===== config.mk =====
export PLATFORM = sky130hd
export DESIGN_NAME = uart_tx_engine_flat
export DESIGN_NICKNAME = d
export VERILOG_FILES = /design/src/rtl/uart_tx_engine_if.sv /design/src/rtl/uart_tx_engine.sv /design/src/flat_wrapper.sv
export SDC_FILE = /design/constraint.sdc
export NUM_CORES = 1
export LEC_CHECK = 0
export ABC_CLOCK_PERIOD_IN_PS = 7000
export CAP_MARGIN = 20
export CORE_MARGIN = 1
export CORE_UTILIZATION = 24
export CTS_BUF_LIST = sky130_fd_sc_hd__clkbuf_8
export DETAILED_ROUTE_END_ITERATION = 10
export GPL_TIMING_DRIVEN = 0
export PLACE_DENSITY = 0.47
export SLEW_MARGIN = 25
export SYNTH_ARGS = -nofsm -noshare
export SYNTH_HDL_FRONTEND = slang
export SYNTH_SLANG_ARGS = --single-unit

===== constraint.sdc =====
create_clock -name clk -period 7 [get_ports clk]
set_clock_uncertainty 0.2 [all_clocks]
set_input_delay 1.75 -clock clk [delete_from_list [all_inputs] [get_ports clk]]
set_output_delay 1.75 -clock clk [all_outputs]
set_load 0.02 [all_outputs]

===== src/rtl/uart_tx_engine_if.sv =====
// Byte write port into the UART transmit FIFO.
// The master drives each byte with a one-cycle strobe and watches the full flag.
interface uart_tx_engine_if;
    logic       fifowrreq;
    logic [7:0] fifowdata;
    logic       fifowrfull;

    modport master (
        output fifowrreq,
        output fifowdata,
        input  fifowrfull
    );

    modport slave (
        input  fifowrreq,
        input  fifowdata,
        output fifowrfull
    );
endinterface


===== src/rtl/uart_tx_engine.sv =====
// UART transmitter: byte FIFO feeding a start/data/parity/stop framer.
// Baud timing, frame format and data are latched per frame.
module uart_tx_engine #(
    parameter int FIFO_DEPTH = 16
) (
    input  logic            clk,
    input  logic            rst_n,
    uart_tx_engine_if.slave wr_if,
    input  logic [11:0]     tx_cnt,
    input  logic [1:0]      parity,
    output logic            txd,
    output logic            tx_busy,
    output logic            tx_done
);
    localparam int          AW      = $clog2(FIFO_DEPTH);
    localparam logic [AW:0] DEPTH_C = FIFO_DEPTH[AW:0];

    localparam logic [2:0] S_IDLE   = 3'd0;
    localparam logic [2:0] S_START  = 3'd1;
    localparam logic [2:0] S_DATA   = 3'd2;
    localparam logic [2:0] S_PARITY = 3'd3;
    localparam logic [2:0] S_STOP   = 3'd4;

    logic [7:0]    r_mem [FIFO_DEPTH];
    logic [AW-1:0] r_wptr;
    logic [AW-1:0] r_rptr;
    logic [AW:0]   r_count;
    logic          r_full;

    logic [2:0]    r_state;
    logic [7:0]    r_data;
    logic [2:0]    r_idx;
    logic [11:0]   r_cnt_lat;
    logic [1:0]    r_par_lat;
    logic [11:0]   r_baud;
    logic          r_half;
    logic          r_txd;

    logic          w_push;
    logic          w_pop;
    logic          w_empty;
    logic          w_bit_end;
    logic          w_stop_end;
    logic          w_par_bit;
    logic [AW:0]   w_count_nxt;

    // A full FIFO drops the write even when a pop frees a slot this cycle.
    assign w_push     = wr_if.fifowrreq & ~r_full;
    assign w_empty    = (r_count == '0);
    assign w_bit_end  = (r_baud == 12'd0) & r_half;
    assign w_stop_end = (r_state == S_STOP) & w_bit_end;
    assign w_pop      = ~w_empty & ((r_state == S_IDLE) | w_stop_end);
    assign w_par_bit  = r_par_lat[0] ? ~^r_data : ^r_data;

    always_comb begin
        w_count_nxt = r_count;
        if (w_push && !w_pop) begin
            w_count_nxt = r_count + (AW+1)'(1);
        end else if (!w_push && w_pop) begin
            w_count_nxt = r_count - (AW+1)'(1);
        end
    end

    always_ff @(posedge clk) begin
        if (w_push) begin
            r_mem[r_wptr] <= wr_if.fifowdata;
        end
    end

    always_ff @(posedge clk or negedge rst_n) begin
        if (!rst_n) begin
            r_wptr  <= '0;
            r_rptr  <= '0;
            r_count <= '0;
            r_full  <= 1'b0;
        end else begin
            if (w_push) begin
                r_wptr <= r_wptr + AW'(1);
            end
            if (w_pop) begin
                r_rptr <= r_rptr + AW'(1);
            end
            r_count <= w_count_nxt;
            r_full  <= (w_count_nxt == DEPTH_C);
        end
    end

    // Each bit is two half periods of (r_cnt_lat + 1) clocks.
    always_ff @(posedge clk or negedge rst_n) begin
        if (!rst_n) begin
            r_state   <= S_IDLE;
            r_data    <= 8'd0;
            r_idx     <= 3'd0;
            r_cnt_lat <= 12'd0;
            r_par_lat <= 2'd0;
            r_baud    <= 12'd0;
            r_half    <= 1'b0;
            r_txd     <= 1'b1;
        end else if (w_pop) begin
            r_state   <= S_START;
            r_data    <= r_mem[r_rptr];
            r_idx     <= 3'd0;
            r_cnt_lat <= tx_cnt;
            r_par_lat <= parity;
            r_baud    <= tx_cnt;
            r_half    <= 1'b0;
            r_txd     <= 1'b0;
        end else if (r_state != S_IDLE) begin
            if (r_baud != 12'd0) begin
                r_baud <= r_baud - 12'd1;
            end else if (!r_half) begin
                r_half <= 1'b1;
                r_baud <= r_cnt_lat;
            end else begin
                r_half <= 1'b0;
                r_baud <= r_cnt_lat;
                case (r_state)
                    S_START: begin
                        r_state <= S_DATA;
                        r_idx   <= 3'd0;
                        r_txd   <= r_data[0];
                    end
                    S_DATA: begin
                        if (r_idx == 3'd7) begin
                            if (r_par_lat[1]) begin
                                r_state <= S_PARITY;
                                r_txd   <= w_par_bit;
                            end else begin
                                r_state <= S_STOP;
                                r_txd   <= 1'b1;
                            end
                        end else begin
                            r_idx <= r_idx + 3'd1;
                            r_txd <= r_data[r_idx + 3'd1];
                        end
                    end
                    S_PARITY: begin
                        r_state <= S_STOP;
                        r_txd   <= 1'b1;
                    end
                    default: begin
                        r_state <= S_IDLE;
                        r_txd   <= 1'b1;
                    end
                endcase
            end
        end
    end

    assign txd              = r_txd;
    assign tx_busy          = (r_state != S_IDLE);
    assign tx_done          = w_stop_end;
    assign wr_if.fifowrfull = r_full;
endmodule


===== src/flat_wrapper.sv =====
// flat-port wrapper written by rule: the top's interface ports become plain ports
module uart_tx_engine_flat 
#(
    parameter int FIFO_DEPTH = 16
)
  (clk, rst_n, tx_cnt, parity, txd, tx_busy, tx_done, wr_if_fifowrreq, wr_if_fifowdata, wr_if_fifowrfull);
  uart_tx_engine_if wr_if_i ();
  input  logic clk;
  input  logic rst_n;
  input  logic [11:0] tx_cnt;
  input  logic [1:0] parity;
  output logic txd;
  output logic tx_busy;
  output logic tx_done;
  input wire logic [$bits(wr_if_i.fifowrreq)-1:0] wr_if_fifowrreq;
  input wire logic [$bits(wr_if_i.fifowdata)-1:0] wr_if_fifowdata;
  output wire logic [$bits(wr_if_i.fifowrfull)-1:0] wr_if_fifowrfull;
  assign wr_if_i.fifowrreq = wr_if_fifowrreq;
  assign wr_if_i.fifowdata = wr_if_fifowdata;
  assign wr_if_fifowrfull = wr_if_i.fifowrfull;
  uart_tx_engine #(.FIFO_DEPTH(FIFO_DEPTH)) u_core (.clk(clk), .rst_n(rst_n), .wr_if(wr_if_i), .tx_cnt(tx_cnt), .parity(parity), .txd(txd), .tx_busy(tx_busy), .tx_done(tx_done));
endmodule

---- Yosys cells after proc, flatten, opt, wreduce, memory -nomap -nowiden ----
Memories as Yosys holds them, arrays and structs flattened. A register that Yosys moved wholly into a read port is not among the register bits.
Index checks and enable logic that the tools add are counted.
operators by class
  add/subtract/negate cells ............... 6
  order comparisons ....................... 1
  equality and inequality tests ........... 9
  multiplexer cells ....................... 34
  bitwise logic cells ..................... 7
  reduce and logical (&&, ||, !) cells .... 19
operators by type and width
  kind                                                        count
  two-way mux 12 bit                                          3
  two-way mux 3 bit                                           11
  two-way mux 1 bit                                           14
  zero test 12 bit                                            1
  nonzero test 12 bit                                         1
  subtractor 12 x 1 -> 12 bit, second input constant          1
  two-way mux 5 bit                                           2
  one-hot mux 3 bit (3 select lines)                          1
  adder 4 x 1 -> 4 bit, second input constant                 2
  XNOR reduction 8 bit                                        1
  parity 8 bit                                                1
  equality test 3 x 2 -> 1 bit, second input constant         2
  equality test 3 bit, second input constant                  2
  one-hot mux 3 bit (2 select lines)                          1
  nonzero test 3 bit                                          2
  adder 5 x 1 -> 5 bit, second input constant                 1
  equality test 5 bit, second input constant                  1
  zero test 5 bit                                             1
  AND reduction 5 bit                                         1
  subtractor 5 x 1 -> 5 bit, second input constant            1
  bitwise AND 1 bit                                           4
  less-than comparator 3 x 4 -> 1 bit, second input constant  1
  AND reduction 4 bit                                         1
  nonzero test 2 bit                                          2
  14 further kinds                                            18
storage, ports and cells
  register bits ........................... 48
  RAM bits ................................ 128
  input bits .............................. 25
  output and inout bits ................... 4
  logic and storage cells ................. 88
  memories ................................ 1
memories
  memory        depth  bits a word  rd ports  clocked after Yosys merged registers in  write ports  RTL line              RTL
  u_core.r_mem  16     8            1         1                                        1            uart_tx_engine.sv:24  logic [7:0] r_mem [FIFO_DEPTH];

---- Depth between registers and ports, before layout ----
Gate-level depths: netlist of the first run.
  depth after elaboration ................. 9
  mapped depth ............................ 9
  depth with buffers taken out ............ 8

---- Least setup slack after synthesis of the first run ----
OpenSTA, ideal clock, no wires.
  path kind ............................... register -> output
  start ................................... register u_core.r_baud[5]
  end ..................................... output port tx_done
  arrival time ............................ 1.452 ns
  required time ........................... 5.050 ns
  slack ................................... 3.598 ns
  stages on the path, launching flop included .. 5
  path buffers ............................ 0
  path through ............................ dfrtp_1 > nor4_4 > nand3_1 > nor2_2 > and3_1
on the way
  word-level cells in the longest chain between the ends .. 3
RTL lines
  item                    RTL line               RTL
  from (decl)             uart_tx_engine.sv:35   logic [11:0] r_baud;
  from (signal assigned)  uart_tx_engine.sv:105  r_baud <= tx_cnt;
  from (signal assigned)  uart_tx_engine.sv:110  r_baud <= r_baud - 12'd1;
  from (signal assigned)  uart_tx_engine.sv:113  r_baud <= r_cnt_lat;
  zero test 12 bit        uart_tx_engine.sv:50   assign w_bit_end = (r_baud == 12'd0) & r_half;
  bitwise AND 1 bit       uart_tx_engine.sv:50
  bitwise AND 1 bit       uart_tx_engine.sv:51   assign w_stop_end = (r_state == S_STOP) & w_bit_end;
  to (decl)               flat_wrapper.sv:14     output logic tx_done;
No other way between the ends.

---- Worst setup path after layout of the first run ----
  start ................................... register u_core.r_baud[2]
  end ..................................... output port tx_done
The elaborated chain is that of the path after synthesis.

==> results_dict.tcl, run 1 <==
set metrics [dict create \
    antenna_left 0 \
    die_w_um 185 \
    synth_warnings 0 \
    ys_ff_latch 184 \
    firstDrtPassIters 4 \
    wl_per_cell_um 17.0 \
    root_buffer "clkbuf_8" \
    cp.required_ns 5.05 \
    ys.flop_type "edfxtp_1" \
    cts-buffers-inserted 17 \
    critPathBufInv 1 \
    clockBufferDepth 2 \
    start_kind "flip-flop" \
    cp_slowest_stage_delay_ns 0.61 \
    dp.cells 1021 \
    crit_chain "nor2_2 > nand3_1 > nor2_2 > and3_1 > clkdlybuf4s50_1" \
    ys_async_sr_fraction_pct 30.4 \
    synth_area_leaders "edfxtp_1 48%, dfrtp_1 17%, mux4_2 12%" \
    tritoncts "built" \
    synth_cells 550 \
    cts.sinks 184 \
    dp_hpwl_um 12200 \
    synth.distinct_cells 58 \
    cts_htree_levels 4 \
    cp_max_fo 8 \
    yosysTopAreaCell "edfxtp_1" \
    final_area_um2 9260 \
    syn_area_um2 8080 \
    drt_wl_total_um 17900 \
    placed_area_um2 8930 \
    gp_congestion 0.728 \
    crit_type "reg2out" \
    peakVddDrop_v 0.000132 \
    worst_pin_slew_ns 0.839 \
    timing.fmax_ghz 0.210 \
    synth_top_cell_area_share_pct 47.6 \
    power_density_nw_per_um2 381 \
    viasPerCell 4.35 \
    drtIter0Drc 289 \
    final_util_pct 28.3 \
    critPathArrivalTime_ns 2.82 \
    clock_latency_ns 0.47 \
    hp-class "reg2reg" \
    num_antenna_cells 0 \
    report.final.slew_viol_count 0 \
    cp_top_family "simple AND/OR/NAND/NOR gates" \
    finalHoldViolations 0 \
    avgSynthCellArea_um2 14.7 \
    cts_setup_buffers 0 \
    synth_edf_count 128 \
    area_delta_synth_final_pct 14.7 \
    stdcell_count 1052 \
    grt_pass1_wl_um 28100 \
    setup_viol 0 \
    p_leak_nw 3.25 \
    syn-num-nets 587 \
    m1WireLength_um 8290 \
    rows 66 \
    top_layer "met4" \
    die_y_um 185 \
    rsz0062_at_grt "false" \
    fin_crit_sh_pct 68.1 \
    slowest_stage "clkdlybuf4s50_1" \
    dr_total_vias 4579 \
    cap_viol_max_count 0 \
    yosysSeqAreaShare_pct 65.0 \
    core_area_um2 32800 \
    dieArea_um2 34400 \
    slew_headroom_pct 44.1 \
    grt_max_degree 30 \
    crit_path_frequent_cell "nor2_2" \
    status "complete, no violations" \
    antenna_found_initial 0 \
    final_nets 635 \
    initial_core_util_pct 24.6 \
    pin_count 29 \
    final.setup.tns_ns 0 \
    wl_met3_um 716 \
    grtUsageTotal_pct 11.1 \
    ctsResizeCount 0 \
    end_kind "primary output" \
    met2_length_um 8650 \
    drive_gt1_share_pct 16.4 \
    port_buffers 28 \
    hold_buffers 0 \
    drcViolationCount 0 \
    clkSlewWorstSetupHoldPaths_ns 0.09 \
    overflow 0 \
    finalCriticalPeriod_ns 4.77 \
    grt_pass1_vias 4695 \
]
per-stage QoR:
stage	power (mW)	worst slack, ns	hold WS, ns
after CTS	3.58	2.24	0.289
after floorplan	2.53	3.60	0.241
after global placement	2.91	2.02	0.262
final	3.53	2.23	0.284
after detailed placement	2.93	2.75	0.267
after global routing	3.78	2.06	0.325
power breakdown:
part	leakage, nW	switching, mW	internal [mW]
sequential	1.84	0.156	1.40
combinational	1.24	0.699	0.624
clock	0.174	0.403	0.247
layer usage:
layer	GRT usage (%)	vias up
met5	0	-
met4	3.27	0
met3	2.56	15
met2	17.8	72
met1	15.0	2345
li1	-	2147
registers in the layout, summed over array words and instances, names as in the netlist:
name	flops
u_core.r_rptr	4
u_core.r_half	1
u_core.wr_if.fifowrfull	1
u_core.r_data	8
u_core.r_baud	12
u_core.r_mem	128
u_core.r_par_lat	2
u_core.r_idx	3
u_core.r_state	3
u_core.r_count	5
u_core.txd	1
u_core.r_cnt_lat	12
u_core.r_wptr	4
cell usage after synthesis, drive strengths merged, types with 2 or more instances:
master / instances
ha: 12
nand3: 10
inv: 14
xor2: 6
a21boi: 3
nor3: 10
nor4b: 2
nand2: 90
mux2: 3
nand2b: 2
o21ai: 17
nor2: 31
and2: 17
buf: 14
clkbuf: 13
nand4: 5
and3: 2
a211oi: 4
nor2b: 2
mux2i: 4
o31ai: 3
xnor2: 16
edfxtp: 128
nor4: 2
a21oi: 9
o211ai: 5
mux4: 42
a21o: 3
a31oi: 6
or2: 2
dfrtp: 55
o22ai: 4
area by class of cell:
class / count / area (um^2)
Fill cell: 3334 / 23500
Sequential cell: 184 / 5250
Multi-Input combinational cell: 325 / 2660
Tap cell: 442 / 553
Timing Repair Buffer: 29 / 298
Clock buffer: 17 / 234
Buffer: 27 / 121
Clock inverter: 14 / 103
Inverter: 14 / 52.6
logic make-up after synthesis:
| group | synth area share (%) |
|---|---|
| mux | 12.7 |
| xor+xnor | 2.66 |
| compound gates | 4.97 |
| buf+inv | 2.15 |
| simple gates | 10.7 |
| flops | 65.0 |
| fa+ha+maj | 1.86 |
tightest hold or removal path: cells and delay by family, from the launching register on:
family,cells,cell delay [ns]
flip-flops,1,0.35
AND/OR/NAND/NOR,2,0.11
worst paths after layout:
path	start	end	slack, ns	cells past startpoint
min in group asynchronous	rst_n	u_core.r_baud[11]$_DFFE_PN0P_	1.00	1
worst max register to register	u_core.r_rptr[1]$_DFFE_PN0P_	u_core.r_data[1]$_DFFE_PN0P_	4.21	6
max in group asynchronous	rst_n	u_core.txd$_DFFE_PN1P_	5.03	2
worst max-delay path	u_core.r_baud[2]$_DFFE_PN0P_	tx_done	2.23	5
worst min-delay path	u_core.r_cnt_lat[0]$_DFFE_PN0P_	u_core.r_cnt_lat[0]$_DFFE_PN0P_	0.28	2
worst min register to register	u_core.r_cnt_lat[0]$_DFFE_PN0P_	u_core.r_cnt_lat[0]$_DFFE_PN0P_	0.28	2
layout by cell type, fill, tap and decap left out, drive strengths merged, types with 2 or more instances in the layout:
master,Yosys,layout
a211oi,4,4
a21boi,3,3
a21o,3,3
a21oi,9,9
a31oi,6,6
and2,17,17
and3,2,2
buf,14,16
clkbuf,13,30
clkdlybuf4s50,0,27
clkinv,0,8
dfrtp,55,55
edfxtp,128,128
ha,12,12
inv,14,19
mux2,3,3
mux2i,4,4
mux4,42,42
nand2,90,90
nand2b,2,2
nand3,10,10
nand4,5,5
nor2,31,31
nor2b,2,2
nor3,10,10
nor4,2,2
nor4b,2,2
o211ai,5,5
o21ai,17,17
o22ai,4,4
o31ai,3,3
or2,2,2
xnor2,16,16
xor2,6,6
Note: power is estimated with default switching activity, not from simulation.
==> inputs of run 2 (changes only) <==
- ABC_CLOCK_PERIOD_IN_PS: 7000 -> 4200
- PLACE_DENSITY: 0.47 -> 0.49
- clock period: 7 -> 4.2 ns (I/O delays scaled with it)
==> run 2 against run 1 <==
Against the previous run:
- register-to-register slack lost 2.8 ns
- critical endpoint unchanged
- global-route usage is essentially flat
- largest power group unchanged
- count of clock-buffer cells in the layout is the same
- clock power grew 94%
- total power grew 72%
- non-clock buffer count is the same
- flip-flop and latch count is the same
- die area is the same
- first-iteration DRC count grew 7.3%
- highest routed layer unchanged
==> results_dict.tcl, run 2 (same netlist as run 1, synthesis figures left out) <==
set metrics [dict create \
    status "complete, no violations" \
    finalPower_mw 6.07 \
    finalHoldViolations 0 \
    pin_count 29 \
    dp.cells 1021 \
    most-common-layout-cells "128 x edfxtp_1, 90 x nand2_1, 55 x dfrtp_1" \
    dieArea_um2 34400 \
    cts_htree_levels 4 \
    rows 66 \
    largest_reg_flops 128 \
    reg2reg_depth 9 \
    drt_wl_total_um 17900 \
    critPathArrivalTime_ns 2.69 \
    stdcell_count 1053 \
    cap_viol_max_count 0 \
    drcViolationCount 0 \
    clock_latency_ns 0.48 \
    finalCriticalPeriod_ns 3.94 \
    firstDrtPassIters 5 \
    gp_congestion 0.749 \
    antenna_left 0 \
    p_leak_nw 3.29 \
    setup_viol 0 \
    die_w_um 185 \
    peakVddDrop_v 0.000221 \
    crit_end "tx_done" \
    tritoncts "built" \
    fin_crit_sh_pct 93.7 \
    core_area_um2 32800 \
    rsz0062_at_grt "false" \
    final_area_um2 9370 \
    num_antenna_cells 0 \
    grt_pass1_vias 4559 \
    cp.required_ns 2.95 \
    slew_headroom_pct 43.3 \
    cts.sinks 184 \
    r2r-start "u_core.r_baud[0]$_DFFE_PN0P_" \
    final_util_pct 28.6 \
    drtIter0Drc 310 \
    antenna_found_initial 0 \
    grt_pass1_wl_um 27900 \
    crit_start "u_core.r_baud[5]$_DFFE_PN0P_" \
    clkSlewWorstSetupHoldPaths_ns 0.12 \
    overflow 0 \
    dr_total_vias 4541 \
    grt_max_degree 30 \
    final_nets 635 \
    cp_max_fo 6 \
    root_buffer "clkbuf_8" \
    placed_area_um2 8930 \
    grtUsageTotal_pct 11.1 \
    crit_type "reg2out" \
    r2r-end "u_core.r_rptr[3]$_DFFE_PN0P_" \
    power_density_nw_per_um2 648 \
    largestRegisters "u_core.r_mem (128), u_core.r_baud (12), u_core.r_cnt_lat (12)" \
    worst_pin_slew_ns 0.851 \
    layout_commonest_cell "edfxtp_1" \
    clockBufferDepth 2 \
    start_kind "flip-flop" \
    timing.fmax_ghz 0.254 \
    report.final.slew_viol_count 0 \
    cts-buffers-inserted 17 \
    initial_core_util_pct 24.6 \
    regMostFlops "u_core.r_mem" \
    area_delta_synth_final_pct 16.0 \
    die_y_um 185 \
    wl_per_cell_um 17.0 \
    port_buffers 28 \
    rrSetupSlack_ns 1.45 \
    drive_gt1_share_pct 17.3 \
    final.setup.tns_ns 0 \
    end_kind "primary output" \
    hp-class "in2async" \
    viasPerCell 4.31 \
    dp_hpwl_um 12100 \
]
-- run 2: layout make-up --
type	count	area, um^2
Clock buffer	17	234
Fill cell	3316	23400
Multi-Input combinational cell	325	2660
Inverter	14	52.6
Sequential cell	184	5250
Buffer	27	121
Timing Repair Buffer	29	298
Clock inverter	15	205
Tap cell	442	553
-- run 2: per-stage QoR --
stage | hold WS (ns) | setup WS [ns]
final | 0.281 | 0.265
after global routing | 0.276 | 0.0959
after CTS | 0.255 | 0.118
after detailed placement | 0.265 | 0.590
after global placement | 0.261 | -0.0755
after floorplan | 0.241 | 1.50
-- run 2: power by group --
| part | leakage [nW] | internal (mW) | switching, mW |
|---|---|---|---|
| clock network | 0.217 | 0.481 | 0.783 |
| logic | 1.24 | 1.04 | 1.19 |
| registers | 1.84 | 2.33 | 0.247 |
-- run 2: worst min-delay path by stage --
| stage | slack (ns) | endpoint | depth (start not counted) |
|---|---|---|---|
| floorplan | 0.24 | u_core.r_cnt_lat[10]$_DFFE_PN0P_ | 2 |
| detailed placement | 0.26 | u_core.r_cnt_lat[5]$_DFFE_PN0P_ | 2 |
| global placement | 0.26 | u_core.r_cnt_lat[8]$_DFFE_PN0P_ | 2 |
| finish | 0.28 | u_core.r_cnt_lat[7]$_DFFE_PN0P_ | 1 |
| global route | 0.28 | u_core.r_cnt_lat[7]$_DFFE_PN0P_ | 1 |
| CTS | 0.26 | u_core.r_cnt_lat[7]$_DFFE_PN0P_ | 1 |
-- run 2: worst max-delay path, stage by stage, from the launching register on --
cell	delay, ns
dfrtp_1	0.47
nor4_4	0.50
nand3_1	0.16
nor2_2	0.23
and3_1	0.24
clkdlybuf4s50_1	0.62
-- run 2: routing by layer --
metal  vias to the layer above  share of wire, %  routed length [um]  GRT usage [%]
met3                        12               2.8                 507           2.08
met5                         -                 0                   0              0
met2                        55                49                8740           17.8
li1                       2148                 -                   -              -
met1                      2326                47                8500           15.2
met4                         0              0.94                 169           2.91
-- run 2: timing repair --
item	CTS	global route
setup endpoints to repair	0	1
hold buffers	0	0
resized for setup	0	1
buffers inserted	0	0
